### config.mk
export PLATFORM = sky130hd
export DESIGN_NAME = seq_serializer_flat
export DESIGN_NICKNAME = d
export VERILOG_FILES = /design/src/rtl/seq_serializer_pkg.sv /design/src/rtl/seq_serializer_if.sv /design/src/rtl/seq_word_fifo.sv /design/src/rtl/seq_serializer.sv /design/src/flat_wrapper.sv
export SDC_FILE = /design/constraint.sdc
export NUM_CORES = 1
export LEC_CHECK = 0
export CORE_MARGIN = 2
export CORE_UTILIZATION = 45
export DETAILED_ROUTE_END_ITERATION = 8
export GPL_ROUTABILITY_DRIVEN = 0
export PLACE_DENSITY = 0.66
export SYNTH_ARGS = -nofsm -noshare
export SYNTH_HDL_FRONTEND = slang
export SYNTH_SLANG_ARGS = --single-unit
### constraint.sdc
create_clock -name clk -period 3.9 [get_ports clk]
set_input_delay 0.975 -clock clk [delete_from_list [all_inputs] [get_ports clk]]
set_output_delay 0.975 -clock clk [all_outputs]
set_load 0.05 [all_outputs]
### src/rtl/seq_serializer_pkg.sv
// Shared types and default parameters for the word-to-bit serializer feeding
// the FSM5 sequence detector.
package seq_pkg;

  typedef enum logic [0:0] {
    IDLE  = 1'b0,
    SHIFT = 1'b1
  } ser_state_t;

  localparam int   DEF_WIDTH    = 8;
  localparam int   DEF_DEPTH    = 2;
  localparam logic DEF_IDLE_BIT = 1'b0;

endpackage

### src/rtl/seq_serializer_if.sv
// Parallel-word input handshake plus serial output bundle of the serializer.
interface seq_serializer_if
  import seq_pkg::*;
#(
  parameter int WIDTH = DEF_WIDTH
) ();

  logic [WIDTH-1:0] din;
  logic             din_valid;
  logic             din_ready;
  logic             seq;
  logic             seq_valid;
  logic             seq_last;
  logic             busy;

  modport master (
    output din, din_valid,
    input  din_ready, seq, seq_valid, seq_last, busy
  );

  modport slave (
    input  din, din_valid,
    output din_ready, seq, seq_valid, seq_last, busy
  );

endinterface

### src/rtl/seq_word_fifo.sv
// Small synchronous word FIFO with wrapping pointers and an occupancy count.
module seq_word_fifo
  import seq_pkg::*;
#(
  parameter int WIDTH = DEF_WIDTH,
  parameter int DEPTH = DEF_DEPTH,
  localparam int PW   = $clog2(DEPTH),
  localparam int CW   = $clog2(DEPTH) + 1
) (
  input  logic             clk,
  input  logic             rst,
  input  logic             push_i,
  input  logic [WIDTH-1:0] wdata_i,
  input  logic             pop_i,
  output logic [WIDTH-1:0] rdata_o,
  output logic             full_o,
  output logic             empty_o,
  output logic [CW-1:0]    count_o
);

  logic [WIDTH-1:0] mem_q [DEPTH];
  logic [PW-1:0]    wr_ptr_q, wr_ptr_d;
  logic [PW-1:0]    rd_ptr_q, rd_ptr_d;
  logic [CW-1:0]    count_q, count_d;
  logic             do_push_s, do_pop_s;

  assign full_o    = (count_q == CW'(DEPTH));
  assign empty_o   = (count_q == {CW{1'b0}});
  assign count_o   = count_q;
  assign rdata_o   = mem_q[rd_ptr_q];
  // A full FIFO refuses a push even when a pop happens in the same cycle.
  assign do_push_s = push_i & ~full_o;
  assign do_pop_s  = pop_i & ~empty_o;

  // Next pointer and occupancy values.
  always_comb begin
    wr_ptr_d = do_push_s ? (wr_ptr_q + PW'(1)) : wr_ptr_q;
    rd_ptr_d = do_pop_s  ? (rd_ptr_q + PW'(1)) : rd_ptr_q;
    case ({do_push_s, do_pop_s})
      2'b10:   count_d = count_q + CW'(1);
      2'b01:   count_d = count_q - CW'(1);
      default: count_d = count_q;
    endcase
  end

  // Pointer and count registers.
  always_ff @(posedge clk) begin
    if (!rst) begin
      wr_ptr_q <= {PW{1'b0}};
      rd_ptr_q <= {PW{1'b0}};
      count_q  <= {CW{1'b0}};
    end else begin
      wr_ptr_q <= wr_ptr_d;
      rd_ptr_q <= rd_ptr_d;
      count_q  <= count_d;
    end
  end

  // Storage array; contents need no reset because the count guards reads.
  always_ff @(posedge clk) begin
    if (do_push_s) begin
      mem_q[wr_ptr_q] <= wdata_i;
    end
  end

endmodule

### src/rtl/seq_serializer.sv
// Buffers parallel words and shifts them out one bit per clock on seq, with
// seq_last marking each word's final bit and IDLE_BIT filling gaps.
module seq_serializer
  import seq_pkg::*;
#(
  parameter int   WIDTH     = DEF_WIDTH,
  parameter int   DEPTH     = DEF_DEPTH,
  parameter bit   MSB_FIRST = 1'b1,
  parameter logic IDLE_BIT  = DEF_IDLE_BIT
) (
  input  logic             clk,
  input  logic             rst,
  seq_serializer_if.slave  bus
);

  localparam int         BW      = $clog2(WIDTH);
  localparam int         CW      = $clog2(DEPTH) + 1;
  localparam logic [0:0] S_IDLE  = IDLE;
  localparam logic [0:0] S_SHIFT = SHIFT;
  localparam logic [BW-1:0] LAST_BIT = BW'(WIDTH - 1);

  logic [0:0]       state_q, state_d;
  logic [WIDTH-1:0] shreg_q, shreg_d;
  logic [BW-1:0]    cnt_q, cnt_d;
  logic             seq_q, seq_d;
  logic             seq_valid_q, seq_valid_d;
  logic             seq_last_q, seq_last_d;
  logic             pop_s, push_s, full_s, empty_s;
  logic [WIDTH-1:0] rdata_s;
  logic [CW-1:0]    count_s;

  assign bus.din_ready = rst & ~full_s;
  assign push_s        = bus.din_valid & bus.din_ready;
  assign bus.seq       = seq_q;
  assign bus.seq_valid = seq_valid_q;
  assign bus.seq_last  = seq_last_q;
  assign bus.busy      = (state_q == S_SHIFT) || (count_s != {CW{1'b0}});

  seq_word_fifo #(
    .WIDTH (WIDTH),
    .DEPTH (DEPTH)
  ) u_fifo (
    .clk     (clk),
    .rst     (rst),
    .push_i  (push_s),
    .wdata_i (bus.din),
    .pop_i   (pop_s),
    .rdata_o (rdata_s),
    .full_o  (full_s),
    .empty_o (empty_s),
    .count_o (count_s)
  );

  // FSM, shift register and bit counter next-state logic.
  always_comb begin
    state_d     = state_q;
    shreg_d     = shreg_q;
    cnt_d       = cnt_q;
    seq_d       = IDLE_BIT;
    seq_valid_d = 1'b0;
    seq_last_d  = 1'b0;
    pop_s       = 1'b0;
    case (state_q)
      S_IDLE: begin
        if (!empty_s) begin
          pop_s   = 1'b1;
          shreg_d = rdata_s;
          cnt_d   = {BW{1'b0}};
          state_d = S_SHIFT;
        end else begin
          state_d = S_IDLE;
        end
      end
      S_SHIFT: begin
        seq_valid_d = 1'b1;
        seq_last_d  = (cnt_q == LAST_BIT);
        cnt_d       = cnt_q + BW'(1);
        if (MSB_FIRST) begin
          seq_d   = shreg_q[WIDTH-1];
          shreg_d = {shreg_q[WIDTH-2:0], 1'b0};
        end else begin
          seq_d   = shreg_q[0];
          shreg_d = {1'b0, shreg_q[WIDTH-1:1]};
        end
        // Popping on the last bit keeps consecutive words gap-free.
        if (cnt_q == LAST_BIT) begin
          cnt_d = {BW{1'b0}};
          if (!empty_s) begin
            pop_s   = 1'b1;
            shreg_d = rdata_s;
            state_d = S_SHIFT;
          end else begin
            state_d = S_IDLE;
          end
        end else begin
          state_d = S_SHIFT;
        end
      end
      default: begin
        state_d = S_IDLE;
      end
    endcase
  end

  // State and registered serial outputs.
  always_ff @(posedge clk) begin
    if (!rst) begin
      state_q     <= S_IDLE;
      shreg_q     <= {WIDTH{1'b0}};
      cnt_q       <= {BW{1'b0}};
      seq_q       <= IDLE_BIT;
      seq_valid_q <= 1'b0;
      seq_last_q  <= 1'b0;
    end else begin
      state_q     <= state_d;
      shreg_q     <= shreg_d;
      cnt_q       <= cnt_d;
      seq_q       <= seq_d;
      seq_valid_q <= seq_valid_d;
      seq_last_q  <= seq_last_d;
    end
  end

endmodule
### src/flat_wrapper.sv
// flat-port wrapper written by rule: the top's interface ports become plain ports
module seq_serializer_flat import seq_pkg::*;
#(
  parameter int   WIDTH     = DEF_WIDTH,
  parameter int   DEPTH     = DEF_DEPTH,
  parameter bit   MSB_FIRST = 1'b1,
  parameter logic IDLE_BIT  = DEF_IDLE_BIT
)
  (clk, rst, bus_din, bus_din_valid, bus_din_ready, bus_seq, bus_seq_valid, bus_seq_last, bus_busy);
  seq_serializer_if #(.WIDTH(WIDTH)) bus_i ();
  input  logic clk;
  input  logic rst;
  input wire logic [$bits(bus_i.din)-1:0] bus_din;
  input wire logic [$bits(bus_i.din_valid)-1:0] bus_din_valid;
  output wire logic [$bits(bus_i.din_ready)-1:0] bus_din_ready;
  output wire logic [$bits(bus_i.seq)-1:0] bus_seq;
  output wire logic [$bits(bus_i.seq_valid)-1:0] bus_seq_valid;
  output wire logic [$bits(bus_i.seq_last)-1:0] bus_seq_last;
  output wire logic [$bits(bus_i.busy)-1:0] bus_busy;
  assign bus_i.din = bus_din;
  assign bus_i.din_valid = bus_din_valid;
  assign bus_din_ready = bus_i.din_ready;
  assign bus_seq = bus_i.seq;
  assign bus_seq_valid = bus_i.seq_valid;
  assign bus_seq_last = bus_i.seq_last;
  assign bus_busy = bus_i.busy;
  seq_serializer #(.WIDTH(WIDTH), .DEPTH(DEPTH), .MSB_FIRST(MSB_FIRST), .IDLE_BIT(IDLE_BIT)) u_core (.clk(clk), .rst(rst), .bus(bus_i));
endmodule
==> impl_results.md, run 1 <==
- Status: finished clean
- Post-Route WL: 2.221 mm
- Die Wd: 59.83 um
- WS Path Type: input pin to output port
- Worst Path Required: 2.92 ns
- Fin crit share: slightly below 80%
- Largest net degree at the start of global routing: 13
- R2R Path End: u_core.u_fifo.count_o[1]
- Synth Net Count: 119
- Hold worst-path end: u_core.shreg_q[7]
- Slew headroom: 55.50%
- H-tree depth: 2
- RSZ-0062 raised after global routing: false
- Core Area: 0.003003 sq mm
- Max stage delay on crit path: 0.68 ns
- DRT iter0 DRCs: 26
- Nets@finish: approximately 140
- Register area share after synthesis: 62.80%
- Commonest cells after routing, fill and taps aside: dfxtp_1 (20), edfxtp_1 (16), clkdlybuf4s50_1 (14)
- Worst r2r src: u_core.cnt_q[0]
- Final Max Slew Viols: 0
- Post-synth top area cell: edfxtp_1
- Drt drc: 0
- Antenna Cells: 0
- Global-route wire length before repair: 3.732 mm
- Vias in the first global route: 826
- Critical path, cell by cell: clkdlybuf4s50_1, o21a_1, buf_4
- Post-synth EDFFs: 16
- TritonCTS buffer count: 5
- Vias after detailed routing: 875
- Post-route antenna net violation count: 0
- Postcts setup bufs: 0
- Ranking of synthesized cells by area: edfxtp_1 (34%), dfxtp_1 (29%), mux2i_1 (6.4%)
- Fillers: roughly 270
- Critical hold path startpoint: u_core.shreg_q[7]
- Hold path depth: 2
- Initial Util: about 47%
- Most common library cell in the layout ignoring fill and taps: dfxtp_1
- CTS tree: built
- Clock Pin Slew Worst Setup and Hold Paths: 0.11 ns
- Worst path slowest cell: clkdlybuf4s50_1
- Sink Count: 36
- Dpl hpwl: about 1.5 mm
- Final Skew: 0.01139 ns
- Mapped Cells: 105
- Pleak: 0.5876 nW
- # setup viols final: 0
- Post-synth ARST share: 0%
- Initial DRT Pass Iterations: 4
- Clock Latency Late Sink: 0.34 ns
- Most used DFF post-synth: dfxtp_1
- Crit path from: rst
- Fin. Hold Viols: 0
- Stages on worst setup path: 3
- R2R depth: 7
- P&R area growth vs syn: 16.06%
- Tmin final: 3.023 ns
- Final setup TNS: 0 ns
- R2R Setup Slk: 2.00 ns
- Yosys top cell area share: 34.26%
- Peak supply drop: 280.1 uV
- Post-Synthesis Cell Area: 0.001403 sq mm
- Worst path bufs/invs: 2
- Critical path data arrival time: 2.05 ns
- Worst slew pin tran: 0.6650 ns
- Syn_area_per_cell: 13.36 sq um
- Share of layout cells above drive strength 1: 10.57%
- Routed vias/inst: 5.609
- Height of the die: between 50 and 60 um
- Footprint of the multi-input gates: 470.5 sq um
- Die Area: 0.003580 sq mm
- Yosys warnings: 0
- Setup crit end kind: output port
- Root buffer cell: clkbuf_4
- GRT Total Usage: between 10% and 20%
- Reg area: between 800 and 900 sq um
- IO Port Bufs: 15
- Antenna violations before repair: 0
- Achievable frequency: 330.8 MHz
- WL per Instance: between 10 and 15 um
- Max-cap violations: 0
- #FFs+latches synth: 36
- Synth cell types: 31
- # hold bufs at CTS: 0
- Largest delay contributor family on the critical path: buffers and inverters
- Total power: between 0.001 and 0.0015 W
- Power Density: 722.1 mW/mm^2
- Grt ovf: 0
- FP Rows: 20
- Max clock buf depth: 2
- Hold Crit Class: flop to flop
- Cells resized by post-CTS repair: 0
- Largest fanout on the critical path: 10
- IO Count: 16
- CP Launch Type: input pin
==> cells by family after synthesis <==
group                      after synthesis  share of synthesized area [%]
DFF                                     36                          62.80
xor gates and xnor gates                 2                          1.249
AOI/OAI and AO/OA                       27                          12.76
buffers and inverters                    7                          3.658
adders and majority gates                3                          2.676
muxes                                   10                          7.493
and+or+nand+nor                         20                          9.367
==> synthesized netlist by cell type (2+ instances only) <==
library cell / instances
inv_1: 2
buf_2: 2
a32oi_1: 7
a21oi_1: 4
ha_1: 3
buf_6: 3
edfxtp_1: 16
nor2_1: 5
a22o_1: 2
o21ai_0: 9
o21a_1: 2
dfxtp_1: 20
mux2i_1: 9
or3_1: 2
and3_1: 3
==> layer usage <==
layer	part of all wire, %	vias up	global-route usage (%)	wire length [um]
met2	49	23	23.29	1098
li1	-	434	-	-
met3	5.0	2	5.844	112
met4	0.68	0	8.571	15
met5	0	-	0	0
met1	45	416	16.69	995
==> registers in the layout, summed over array words and instances (netlist names), named ones only <==
signal and count:
u_core.cnt_q 3, u_core.bus.seq_last 1, u_core.bus.seq_valid 1, u_core.shreg_q 8
u_core.u_fifo.count_o 2, u_core.state_q 1, u_core.bus.seq 1, u_core.u_fifo.rd_ptr_q 1
u_core.u_fifo.wr_ptr_q 1, u_core.u_fifo.mem_q 16
==> where the power goes <==
| group | leakage, nW | switching, W | internal, W |
|---|---|---|---|
| Sequential | 0.310 | 0.0000877 | 0.000483 |
| Combinational | 0.236 | 0.000184 | 0.000164 |
| Clock | 0.0412 | 0.000124 | 0.000134 |
==> worst max-delay path by stage <==
stage,slack [ns],end
2_1_floorplan,1.43,bus_din_ready
3_3_place_gp,0.91,bus_din_ready
3_5_place_dp,0.87,bus_din_ready
4_1_cts,0.87,bus_din_ready
5_1_grt,0.82,bus_din_ready
6_report,0.88,bus_din_ready
==> metrics by stage <==
step	utilization [%]	instances	cell area, sq um	worst slack [ns]	hold WS [ns]
final	54.21	156	1628	0.8774	0.4724
after global routing	54.21	156	1628	0.8230	0.5099
after CTS	54.21	156	1628	0.8702	0.4800
after detailed placement	51.54	148	1548	0.8707	0.4513
after global placement	51.54	148	1548	0.9088	0.4526
after floorplan	-	105	1403	1.430	0.4278
==> worst reg2reg max path: cells and delay by family (launching register included) <==
kind,cells,cell delay (ns)
flip-flops,1,0.35
AO/OA/AOI/OAI,1,0.14
AND/OR/NAND/NOR,3,0.61
adder cells (fa/ha/maj),3,0.75
==> layout make-up <==
cell class	count	area share [%]
well taps	33	2.537
flip-flops and latches	36	54.11
multi-input cells	62	28.90
clock inverters	3	2.613
repair buffers	15	9.070
clock buffers	5	2.306
inverters	2	0.4612
(Power assumes the default switching activity.)
==> inputs of run 2 (changes only) <==
--- a/config.mk
+++ b/config.mk
@@ -9,7 +9,7 @@
 export CORE_UTILIZATION = 45
 export DETAILED_ROUTE_END_ITERATION = 8
 export GPL_ROUTABILITY_DRIVEN = 0
-export PLACE_DENSITY = 0.66
+export PLACE_DENSITY = 0.69
 export SYNTH_ARGS = -nofsm -noshare
 export SYNTH_HDL_FRONTEND = slang
 export SYNTH_SLANG_ARGS = --single-unit
==> constraint.sdc (replaced) <==
create_clock -name clk -period 2.5 [get_ports clk]
set_input_delay 0.625 -clock clk [delete_from_list [all_inputs] [get_ports clk]]
set_output_delay 0.625 -clock clk [all_outputs]
set_load 0.05 [all_outputs]
==> run 2 against run 1 <==
Net effect:
- register-to-register slack got worse by 1.4 ns
- global-route usage fell by 0.076 points
- first-iteration DRC count rose by 7.7%
- combinational power rose by 59%
- worst setup slack got worse by 0.54 ns
- sequential power rose by 56%
- cell count rose by 1.3%
- largest power group unchanged
- highest routed layer unchanged
==> impl_results.md, run 2 (synthesis results as in run 1) <==
- Height of the die: 59.83 um (unchanged)
- Met2 GRT Util: 23.76% (+0.47 points)
- Dpl hpwl: 1.572 mm (+2.5%)
- Initial Util: 46.71% (unchanged)
- Fin crit share: between 80% and 90%
- FP Rows: 20 (unchanged)
- Post-Route Utilization: 54.00% (-0.21 points)
- Die Area: 0.003580 sq mm (unchanged)
- Met1 GRT Util: 16.48% (-0.21 points)
- Antenna violations before repair: 0 (unchanged)
- Nets@finish: 138 (+1.5%)
- H-tree depth: 2 (unchanged)
- Top Registers: u_core.u_fifo.mem_q: 16 flops, u_core.shreg_q: 8 flops, u_core.cnt_q: 3 flops
- Largest net degree at the start of global routing: 11 (-2)
- Hold Crit Class: flop to flop
- Global-route wire length before repair: 3.670 mm (-1.7%)
- Post-route antenna net violation count: 0 (unchanged)
- Cells resized by post-CTS repair: 0 (unchanged)
- Sink Count: 36 (unchanged)
- Clock Latency Late Sink: 0.34 ns (about the same)
- DP Area: 0.001573 sq mm (+1.6%)
- Combinational power share: 31.8% (+2.2 points)
- WL per Instance: 14.33 um (+0.65%)
- Psw: 0.0006097 W (+54%)
- IO Count: 16 (unchanged)
- Drt drc: 0 (unchanged)
- Setup crit end kind: output port
- Root buffer cell: clkbuf_4
- Die Wd: 59.83 um (unchanged)
- Top reg by flops: u_core.u_fifo.mem_q
- Worst slew pin tran: 0.5868 ns (-0.07821 ns)
- Max clock buf depth: 2 (unchanged)
- Clock Pin Slew Worst Setup and Hold Paths: 0.11 ns (about the same)
- P&R area growth vs syn: 15.61%
- # hold bufs at CTS: 0 (unchanged)
- Post-Route WL: 2.264 mm (+1.9%)
- CTS tree: built
- Final Skew: 0.007078 ns (-0.004316 ns)
- Most common library cell in the layout ignoring fill and taps: dfxtp_1
- Clock network power share: 16.7% (-5.2 points)
- TritonCTS buffer count: 5 (unchanged)
- Core Area: 0.003003 sq mm (unchanged)
- Slew headroom: 60.62% (+5.1 points)
- Routed vias/inst: 5.538 (-1.3%)
- Critical path data arrival time: 1.54 ns (-0.51 ns)
- Power Density: 1070 mW/mm^2 (+48%)
- Tmin final: 2.164 ns
- Design area: 0.001622 sq mm (-0.38%)
- Pleak: 0.5889 nW (+0.22%)
- Peak supply drop: 608.2 uV (+120%)
- DRT iter0 DRCs: 28 (+7.7%)
- WS Path Type: input pin to output port
- IO Port Bufs: 15 (unchanged)
- # setup viols final: 0 (unchanged)
- Grt ovf: 0 (unchanged)
- Status: finished clean
- CP Launch Type: input pin
- Final setup TNS: 0 ns (unchanged)
- Vias after detailed routing: 875 (unchanged)
- Max-cap violations: 0 (unchanged)
- Met3 Resource Use GR: 6.494% (+0.65 points)
- Worst Path Required: 1.88 ns (-1.04 ns)
- GRT Total Usage: 14.64% (-0.076 points)
- Sw frac: 35.12% (+1.5 points)
- RSZ-0062 raised after global routing: false
- Final Max Slew Viols: 0 (unchanged)
- Antenna Cells: 0 (unchanged)
- Internal: 0.001126 W (+44%)
- Postcts setup bufs: 0 (unchanged)
- Worst hold slack: 0.4822 ns (+0.009770 ns)
- Fin. Hold Viols: 0 (unchanged)
- Largest fanout on the critical path: 4 (-6)
- Vias in the first global route: 816 (-1.2%)
- Largest register FFs: 16 (unchanged)
- Seq pwr share: 51.4% (+2.9 points)
- Initial DRT Pass Iterations: 4 (unchanged)
- GR peak layer: met2
- Commonest cells after routing, fill and taps aside: dfxtp_1 (20), edfxtp_1 (16), clkdlybuf4s50_1 (13)
- Share of layout cells above drive strength 1: 10.40% (-0.17 points)
- Achievable frequency: 462.1 MHz
==> run 2: cell count changes in the layout (fill, tap and decap cells not counted), sizes merged <==
cell,change
buf,+3
clkbuf,+2
bufinv,-1
clkdlybuf4s50,-1
clkinvlp,-1
==> run 2: critical path: stages <==
cell and delay, ns:
clkdlybuf4s50_1 0.54, o21a_1 0.22, buf_12 0.15
==> run 2: through the flow <==
stage                     power, W  worst slack (ns)  instances
after floorplan           0.001333            0.6308        105
after global placement    0.001431            0.2849        150
after detailed placement  0.001460            0.2326        150
after CTS                 0.001746            0.3419        158
after global routing      0.001845            0.3149        158
final                     0.001736            0.3359        158
==> run 2: area by class of cell <==
type / count / area [sq um]
well taps: 33 / 41.29
clock buffers: 7 / 45.04
repair buffers: 17 / 172.7
fillers: 276 / 1381
flip-flops and latches: 36 / 880.8
multi-input cells: 62 / 470.5
inverters: 2 / 7.507
clock inverters: 1 / 3.754
==> run 2: per-layer routing <==
metal	wire length, um	share of wire (%)
met1	997	44
met2	1122	50
met3	100	4.4
met4	43	1.9
met5	0	0
==> run 2: final timing paths <==
kind / from / to / slack [ns] / depth (start not counted)
max: rst / bus_din_ready / 0.34 / 3
min: u_core.shreg_q[7] / u_core.shreg_q[7] / 0.48 / 2
max reg2reg: u_core.cnt_q[0] / u_core.u_fifo.count_o[1] / 0.57 / 7
min reg2reg: u_core.shreg_q[7] / u_core.shreg_q[7] / 0.48 / 2
==> run 2: power by group through the flow <==
stage,sequential [W],combinational (W),clock (W)
6_report,0.000892,0.000553,0.000291
5_1_grt,0.000912,0.000609,0.000325
4_1_cts,0.000891,0.000556,0.000299
3_5_place_dp,0.000905,0.000555,0
3_3_place_gp,0.000896,0.000535,0
2_1_floorplan,0.000836,0.000497,0
==> inputs of run 3 (changes only) <==
--- a/config.mk
+++ b/config.mk
@@ -5,7 +5,7 @@
 export SDC_FILE = /design/constraint.sdc
 export NUM_CORES = 1
 export LEC_CHECK = 0
-export CORE_MARGIN = 2
+export CORE_MARGIN = 3
 export CORE_UTILIZATION = 45
 export DETAILED_ROUTE_END_ITERATION = 8
 export GPL_ROUTABILITY_DRIVEN = 0
==> run 3 against run 2 <==
Net effect:
- clock skew rose by 0.0048 ns
- non-clock buffer count is the same
- design area grew 0.69%
- first-iteration DRC count fell by 14%
- total power rose by 1.5%
- combinational power barely moved
- critical path depth stayed put
- die area increased by 6.8%
- count of clock-buffer cells in the layout stayed put
- largest power group unchanged
==> impl_results.md, run 3 (synthesis results as in run 1) <==
- Routed vias/inst: 5.545 (+0.12%)
- Fin. Hold Viols: 0 (unchanged)
- Sw frac: 34.42% (-0.70 points)
- CTS tree: built
- TritonCTS buffer count: 5 (unchanged)
- Die Wd: 61.83 um (+3.3%)
- FP Rows: 19 (-5.0%)
- Post-route antenna net violation count: 0 (unchanged)
- Sink Count: 36 (unchanged)
- Final Max Slew Viols: 0 (unchanged)
- Share of layout cells above drive strength 1: 12.00% (+1.6 points)
- Clock Latency Late Sink: 0.34 ns (about the same)
- Worst slew pin tran: 0.5512 ns (-0.03566 ns)
- Achievable frequency: 472.5 MHz (+2.3%)
- WS Path Type: input pin to output port
- Worst path bufs/invs: 2 (unchanged)
- DRT iter0 DRCs: 24 (-14%)
- Top reg by flops: u_core.u_fifo.mem_q
- Pleak: 0.5935 nW (+0.78%)
- Internal: 0.001155 W (+2.6%)
- Post-Route WL: 2.212 mm (-2.3%)
- Peak supply drop: 505.9 uV (-17%)
- Post-Route Utilization: 57.24% (+3.2 points)
- Nets@finish: 138 (unchanged)
- Max-cap violations: 0 (unchanged)
- Worst hold slack: 0.4783 ns (-0.003864 ns)
- GRT Total Usage: 14.04% (-0.60 points)
- Postcts setup bufs: 0 (unchanged)
- Initial Util: 49.17% (+2.5 points)
- H-tree depth: 2 (unchanged)
- CP Launch Type: input pin
- Antenna Cells: 0 (unchanged)
- Vias in the first global route: 834 (+2.2%)
- Vias after detailed routing: 865 (-1.1%)
- Clock network power share: 18.2% (+1.5 points)
- Top Registers: u_core.u_fifo.mem_q: 16 flops, u_core.shreg_q: 8 flops, u_core.cnt_q: 3 flops
- Met2 GRT Util: 21.08% (-2.7 points)
- Critical path data arrival time: 1.49 ns (-0.05 ns)
- Critical path, cell by cell: clkdlybuf4s50_1, o21a_1, buf_12
- Cells resized by post-CTS repair: 0 (unchanged)
- Max clock buf depth: 2 (unchanged)
- Clock Pin Slew Worst Setup and Hold Paths: 0.11 ns (about the same)
- Met3 Resource Use GR: 6.818% (+0.32 points)
- Fin crit share: 84.65% (-1.9 points)
- Hold Crit Class: flop to flop
- Setup crit end kind: output port
- Combinational power share: 31.3% (-0.5 points)
- Largest net degree at the start of global routing: 12 (+1)
- Antenna violations before repair: 0 (unchanged)
- Fillers: 253 (-8.3%)
- Commonest cells after routing, fill and taps aside: dfxtp_1 (20), edfxtp_1 (16), clkdlybuf4s50_1 (13)
- Initial DRT Pass Iterations: 4 (unchanged)
- Final Skew: 0.01184 ns (+0.004760 ns)
- Tmin final: 2.116 ns (-0.04787 ns)
- Worst Path Required: 1.88 ns (about the same)
- P&R area growth vs syn: 16.41%
- Dpl hpwl: 1.584 mm (+0.78%)
- # setup viols final: 0 (unchanged)
- IO Port Bufs: 15 (unchanged)
- IO Count: 16 (unchanged)
- Final setup TNS: 0 ns (unchanged)
- Worst path slowest cell: clkdlybuf4s50_1
- Core Area: 0.002853 sq mm (-5.0%)
- Met1 GRT Util: 16.67% (+0.19 points)
- Largest delay contributor family on the critical path: buffers and inverters
- Drt drc: 0 (unchanged)
- Seq pwr share: 50.5% (-0.9 points)
- RSZ-0062 raised after global routing: false
- Most common library cell in the layout ignoring fill and taps: dfxtp_1
- Slew headroom: 63.01% (+2.4 points)
- WL per Instance: 14.18 um (-1.0%)
- Root buffer cell: clkbuf_4
- Grt ovf: 0 (unchanged)
- Largest fanout on the critical path: 4 (unchanged)
- Psw: 0.0006065 W (-0.52%)
- Global-route wire length before repair: 3.663 mm (-0.19%)
- Height of the die: 61.83 um (+3.3%)
- Die Area: 0.003823 sq mm (+6.8%)
- Largest register FFs: 16 (unchanged)
- Max stage delay on crit path: 0.52 ns (-0.02 ns)
- # hold bufs at CTS: 0 (unchanged)
- Power Density: 1079 mW/mm^2 (+0.81%)
- Status: finished clean
- GR peak layer: met2
[run 3: through the flow]
step	worst slack, ns	total power [W]	area (sq um)	std cells
after floorplan	0.6308	0.001333	1403	105
after global placement	0.3031	0.001432	1570	148
after detailed placement	0.2515	0.001461	1570	148
after CTS	0.3758	0.001782	1633	156
after global routing	0.3351	0.001893	1633	156
final	0.3838	0.001762	1633	156
[run 3: tightest hold or removal path, cell delays in order (launching register included)]
cell,delay (ns)
dfxtp_1,0.34
a32oi_1,0.05
o21ai_0,0.06
[run 3: final cells by class]
type                    count  area [sq um]  share of cell area (%)
clock buffers               7         55.05                   3.372
clock inverters             1         7.507                  0.4598
inverters                   2         7.507                  0.4598
multi-input cells          62         470.5                   28.81
flip-flops and latches     36         880.8                   53.95
well taps                  31         38.79                   2.375
repair buffers             17         172.7                   10.57
[run 3: path summary, 6_finish.rpt]
check,startpoint,to,slack (ns),depth (start not counted)
worst max-delay path,rst,bus_din_ready,0.38,3
worst min-delay path,u_core.shreg_q[7],u_core.shreg_q[7],0.48,2
worst max register to register,u_core.cnt_q[0],u_core.u_fifo.count_o[1],0.59,7
worst min register to register,u_core.shreg_q[7],u_core.shreg_q[7],0.48,2
[run 3: power by group through the flow]
| stage | combinational (W) | sequential (W) | clock, W |
|---|---|---|---|
| global route | 0.000616 | 0.000913 | 0.000364 |
| CTS | 0.000558 | 0.000890 | 0.000334 |
| detailed placement | 0.000559 | 0.000902 | 0 |
| finish | 0.000551 | 0.000890 | 0.000321 |
| floorplan | 0.000497 | 0.000836 | 0 |
| global placement | 0.000536 | 0.000897 | 0 |
[run 3: metal layers]
metal / vias up / share of wire (%)
met4: 0 / 2.2
met5: - / 0
met1: 405 / 45
met2: 18 / 46
met3: 4 / 6.4
li1: 438 / -
